==> config.mk <==
export PLATFORM = sky130hd
export DESIGN_NAME = parse_stream
export DESIGN_NICKNAME = d
export VERILOG_FILES = /design/src/rtl/tappy_pkg.sv /design/src/rtl/word_fifo.sv /design/src/rtl/parse_stream.sv
export SDC_FILE = /design/constraint.sdc
export NUM_CORES = 1
export LEC_CHECK = 0
export BUFFER_PORTS_ARGS = -buffer_cell sky130_fd_sc_hd__buf_2
export CORE_UTILIZATION = 40
export CTS_CLUSTER_SIZE = 12
export DETAILED_ROUTE_END_ITERATION = 7
export PLACE_DENSITY_LB_ADDON = 0.2
export SYNTH_ARGS = -nofsm -noshare
export SYNTH_HDL_FRONTEND = slang
export SYNTH_SLANG_ARGS = --single-unit
==> constraint.sdc <==
create_clock -name sysclk -period 2.34 [get_ports sysclk]
set_input_delay 0.702 -clock sysclk [delete_from_list [all_inputs] [get_ports sysclk]]
set_output_delay 0.702 -clock sysclk [all_outputs]
set_load 0.1 [all_outputs]
==> src/rtl/tappy_pkg.sv <==
// tappy_pkg: shared types and frame-length helper for the serial word receiver.
package tappy_pkg;
    typedef enum logic [1:0] {PAR_NONE, PAR_EVEN, PAR_ODD} parity_t;
    typedef enum logic {EDGE_RISE, EDGE_FALL} edge_t;
    function automatic int frame_bits(input int width, input parity_t parity);
        return width + ((parity == PAR_NONE) ? 0 : 1);
    endfunction
endpackage

==> src/rtl/word_fifo.sv <==
// word_fifo: show-ahead DEPTH x WIDTH sync FIFO with valid/ready head and overflow pulse.
module word_fifo
    import tappy_pkg::*;
#(
    parameter int WIDTH = 8,
    parameter int DEPTH = 4
) (
    input  logic             sysclk,
    input  logic             reset_n,
    input  logic             push,
    input  logic [WIDTH-1:0] din,
    output logic [WIDTH-1:0] word,
    output logic             valid,
    input  logic             ready,
    output logic             overflow
);
    localparam int AW = $clog2(DEPTH);
    logic [WIDTH-1:0] mem [DEPTH];
    logic [AW-1:0] wr_ptr, rd_ptr;
    logic [AW:0] count;
    logic pop, full, wr;
    assign pop = valid && ready;
    assign full = count == (AW+1)'(DEPTH);
    assign wr = push && (!full || pop);
    assign valid = count != '0;
    assign word = mem[rd_ptr];
    always_ff @(posedge sysclk or negedge reset_n) begin
        if (!reset_n) begin
            for (int i = 0; i < DEPTH; i++) mem[i] <= '0;
            wr_ptr <= '0;
            rd_ptr <= '0;
            count <= '0;
            overflow <= 1'b0;
        end else begin
            if (wr) begin
                mem[wr_ptr] <= din;
                wr_ptr <= wr_ptr + AW'(1);
            end
            if (pop) rd_ptr <= rd_ptr + AW'(1);
            count <= count + (AW+1)'(wr) - (AW+1)'(pop);
            overflow <= push && full && !pop;
        end
    end
endmodule

==> src/rtl/parse_stream.sv <==
// parse_stream: oversampling serial-word receiver; syncs clk/dat into sysclk, assembles
// parity-checked words and queues them behind a valid/ready FIFO.
module parse_stream
    import tappy_pkg::*;
#(
    parameter int WIDTH       = 8,
    parameter int MSB_FIRST   = 0,
    parameter int SAMPLE_EDGE = 0,
    parameter int PARITY      = 0,
    parameter int GAP_CYCLES  = 64,
    parameter int DEPTH       = 4
) (
    input  logic             sysclk,
    input  logic             reset_n,
    input  logic             clk,
    input  logic             dat,
    output logic [WIDTH-1:0] word,
    output logic             valid,
    input  logic             ready,
    output logic             busy,
    output logic             overflow,
    output logic             frame_err,
    output logic             parity_err
);
    localparam parity_t PAR = parity_t'(PARITY);
    localparam int FRAME = frame_bits(WIDTH, PAR);
    localparam int BW = $clog2(FRAME + 1);
    localparam int GW = $clog2(GAP_CYCLES + 2);
    logic [2:0] clk_s;
    logic [1:0] dat_s;
    logic [WIDTH-1:0] shreg, shifted, push_word;
    logic [BW-1:0] bit_cnt;
    logic [GW-1:0] gap_cnt;
    logic par_acc, push, sample, bit_in, last, timeout, par_ok;
    assign sample = (edge_t'(SAMPLE_EDGE) == EDGE_FALL) ? (clk_s[2] && !clk_s[1])
                                                         : (clk_s[1] && !clk_s[2]);
    assign bit_in = dat_s[1];
    assign busy = bit_cnt != '0;
    assign last = bit_cnt == BW'(FRAME - 1);
    assign timeout = (GAP_CYCLES != 0) && busy && gap_cnt == GW'(GAP_CYCLES - 1);
    assign par_ok = (PAR == PAR_NONE) || ((par_acc ^ bit_in) == (PAR == PAR_ODD));
    // Both shift directions keep the first bit received at the configured end of the word.
    assign shifted = (MSB_FIRST != 0) ? WIDTH'({shreg, bit_in}) : WIDTH'({bit_in, shreg} >> 1);
    always_ff @(posedge sysclk or negedge reset_n) begin
        if (!reset_n) begin
            clk_s <= '0;
            dat_s <= '0;
            shreg <= '0;
            push_word <= '0;
            bit_cnt <= '0;
            gap_cnt <= '0;
            par_acc <= 1'b0;
            push <= 1'b0;
            frame_err <= 1'b0;
            parity_err <= 1'b0;
        end else begin
            clk_s <= {clk_s[1:0], clk};
            dat_s <= {dat_s[0], dat};
            push <= sample && last && par_ok;
            parity_err <= sample && last && !par_ok;
            frame_err <= !sample && timeout;
            if (sample) begin
                if (bit_cnt < BW'(WIDTH)) shreg <= shifted;
                push_word <= (PAR == PAR_NONE) ? shifted : shreg;
                par_acc <= last ? 1'b0 : par_acc ^ bit_in;
                bit_cnt <= last ? '0 : bit_cnt + BW'(1);
                gap_cnt <= '0;
            end else if (timeout) begin
                bit_cnt <= '0;
                par_acc <= 1'b0;
                gap_cnt <= '0;
            end else begin
                gap_cnt <= busy ? gap_cnt + GW'(1) : '0;
            end
        end
    end
    word_fifo #(.WIDTH(WIDTH), .DEPTH(DEPTH)) fifo (
        .sysclk(sysclk),
        .reset_n(reset_n),
        .push(push),
        .din(push_word),
        .word(word),
        .valid(valid),
        .ready(ready),
        .overflow(overflow)
    );
endmodule

==> impl_metrics.toml <==
[clock_tree]
cts_tree = "yes"
clk_pin_slew_ns = 0.08
hold_buffers = 0
cts_resized = 17
postCtsSetupBuffers = 0
clk_latency_ns = 0.34
cts_made_buffers = 9
ctsRootBufferMaster = "clkbuf_8"
clk_path_buf_depth = 2
ctsHtreeMaxLevel = 3
clock_sinks = 73

[power_and_ir_drop]
total_power_uw = 4210
p_clk_share_pct = 23.5
power_density_mw_per_mm2 = 1140
ir_drop_mv = 0.656
sw_frac_of_total_pct = 36.4
intPower_uw = 2680
switchingPower_uw = 1540
pwr-share-seq_pct = 45.4
pwr-share-comb_pct = 31.2
p_leak_uw = 0.00174

[setup_path]
crit_type = "flip-flop to primary output"
slowest_stage = "mux4_2"
critPathBufInv = 2
critPathMaxStageDelay_ns = 0.53
path_cells = "buf_4 -> mux4_2 -> buf_6"
cp-start-kind = "flip-flop"
worstPathArrival_ns = 1.64
cpLargestDelayFamily = "multiplexers"
end_kind = "primary output"
required_ns = 1.64
crit_fanout = 3

[synthesis]
yosysWarnings = 0
synth.area.top_cells = "dfrtp_1 (58%), mux2_2 (16%), mux4_2 (5.7%)"
synth_top_area_share_pct = 57.5
synth_flop_cell = "dfrtp_1"
synth.avg_cell_area_um2 = 14.7
synth_cell_types = 38
ys_seq_area_share_pct = 57.5
synthCells = 216
synth_nets = 231
syn_area_mm2 = 0.00318
async_reset_ff_share_pct = 100
yosysTopAreaCell = "dfrtp_1"
yosys_register_bits = 73
synth-edff-count = 0

[placed_design]
place.gp.congestion = 0.683
io_buffers = 16
place_hpwl_um = 3460

[global_route]
grt_max_degree = 33
grt_pass1_vias = 1789
grt_antenna_before_repair = 0
gr-usage-all-layers_pct = 14.1
grt_first_pass_wirelength_um = 8780
grt.overflow.total = 0

[layout]
drive_gt1_share_pct = 40.6
regArea_mm2 = 0.00183
nets = 259
fillCellCount = 713
antenna_cells = 0
syn2layout_area_growth_pct = 16.7
multi_input_area_mm2 = 0.00126

[outcome]
status = "complete, no violations"

[die]
fp-row-count = 32
coreArea_mm2 = 0.00769
die-area_mm2 = 0.00830
start_util_pct = 41.3
io_pins = 18
fp.dieW_um = 91.1
die_h_um = 91.1

[drt]
routed_wl_um = 5160
drt-initial-drc-count = 39
dr.pass1.iters = 4
viasPerCell = 4.91
drc = 0
vias = 1722
drtAntennaViolNets = 0
wire_per_inst_um = 14.7

[sta]
finalClockSkew_ns = 0.0115
max_freq_ghz = 0.428
period_minus_slack_ns = 2.34
finalCritPeriodShare_pct = 99.9
slew_viol_final = 0
finalSetupTns_ns = 0
setup_viol = 0
finalHoldViolations = 0
rsz0062_at_grt = "true"

[worst_hold_path]
hold_class = "input port to asynchronous set/reset pin"

[flow_run]
maxCapViolations = 0
-- through the flow --
stage               area [µm²]  setup slack, ns  instances  hold slack, ns  utilization [%]
floorplan                 3180           0.0412        216           0.331                -
finish                    3710          0.00281        351           0.301             48.2
global route              3710          -0.0402        351           0.317             48.2
global placement          3440            0.107        335           0.336             44.8
detailed placement        3440           0.0460        335           0.340             44.8
CTS                       3700          -0.0351        351           0.291             48.1
-- Yosys cell counts, types with 2 or more instances --
| master | number |
|---|---|
| dfrtp_1 | 73 |
| mux2_2 | 46 |
| inv_1 | 14 |
| ha_1 | 9 |
| mux4_2 | 8 |
| nor2_1 | 7 |
| nand2_1 | 6 |
| xnor2_1 | 5 |
| nand2b_1 | 4 |
| nand3_4 | 4 |
| a21oi_1 | 3 |
| buf_2 | 3 |
| xor2_1 | 3 |
| and3_1 | 2 |
| mux2_1 | 2 |
| nand3_1 | 2 |
| o211ai_1 | 2 |
| o311ai_0 | 2 |
| or3_1 | 2 |
-- metal layers --
metal / up-vias / wire (µm) / global-route usage [%]
li1: 819 / - / -
met1: 880 / 2350 / 17.5
met2: 17 / 2630 / 23.0
met3: 6 / 103 / 2.76
met4: 0 / 76 / 7.94
met5: - / 0 / 0
-- layout make-up --
cell class	count	share of cell area [%]
flip-flops and latches	73	49.3
multi-input cells	122	34.0
repair buffers	24	6.41
well taps	102	3.44
clock buffers	9	3.34
clock inverters	7	2.13
inverters	14	1.42
-- state kept, by name, indices dropped and copies added, names as in the netlist --
register,flops
fifo.mem,32
push_word,8
gap_cnt,7
shreg,7
bit_cnt,4
clk_s,3
fifo.count,3
dat_s,2
fifo.rd_ptr,2
fifo.wr_ptr,2
fifo.overflow,1
frame_err,1
push,1
-- kinds of logic after synthesis --
logic type,Yosys count,synth area share (%)
mux,57,23.0
buf+inv,21,2.95
compound gates,12,2.80
flops,73,57.5
simple gates,34,7.25
xor+xnor,8,2.21
fa+ha+maj,10,4.17
other cells,1,0.118
-- path summary, 6_finish.rpt --
path	depth (start not counted)	endpoint	from	slack [ns]
min in group sysclk	0	clk_s[1]	clk_s[0]	0.35
worst min register to register	0	clk_s[1]	clk_s[0]	0.35
worst max register to register	8	fifo.count[2]	fifo.count[1]	0.26
worst max-delay path	3	word[6]	fifo.rd_ptr[0]	0.003
max in group asynchronous	2	fifo.mem[23]	reset_n	1.53
worst min-delay path	1	frame_err	reset_n	0.30
-- power groups by stage --
stage	Sequential, µW	Combinational, µW	Clock [µW]
floorplan	1800	1070	0
global placement	1930	1240	0
detailed placement	1940	1260	0
CTS	1910	1320	1040
global route	1970	1440	1080
finish	1910	1310	989
-- cells in the final DEF (no fill, tap or decap), drive strengths merged, types with 6 or more instances in the layout --
| cell type | n |
|---|---|
| nand3 | 6 |
| ha | 9 |
| nand2 | 6 |
| buf | 24 |
| dfrtp | 73 |
| mux2 | 48 |
| nor2 | 8 |
| inv | 16 |
| mux4 | 8 |
| clkbuf | 9 |
Note: power is estimated with default switching activity, not from simulation.
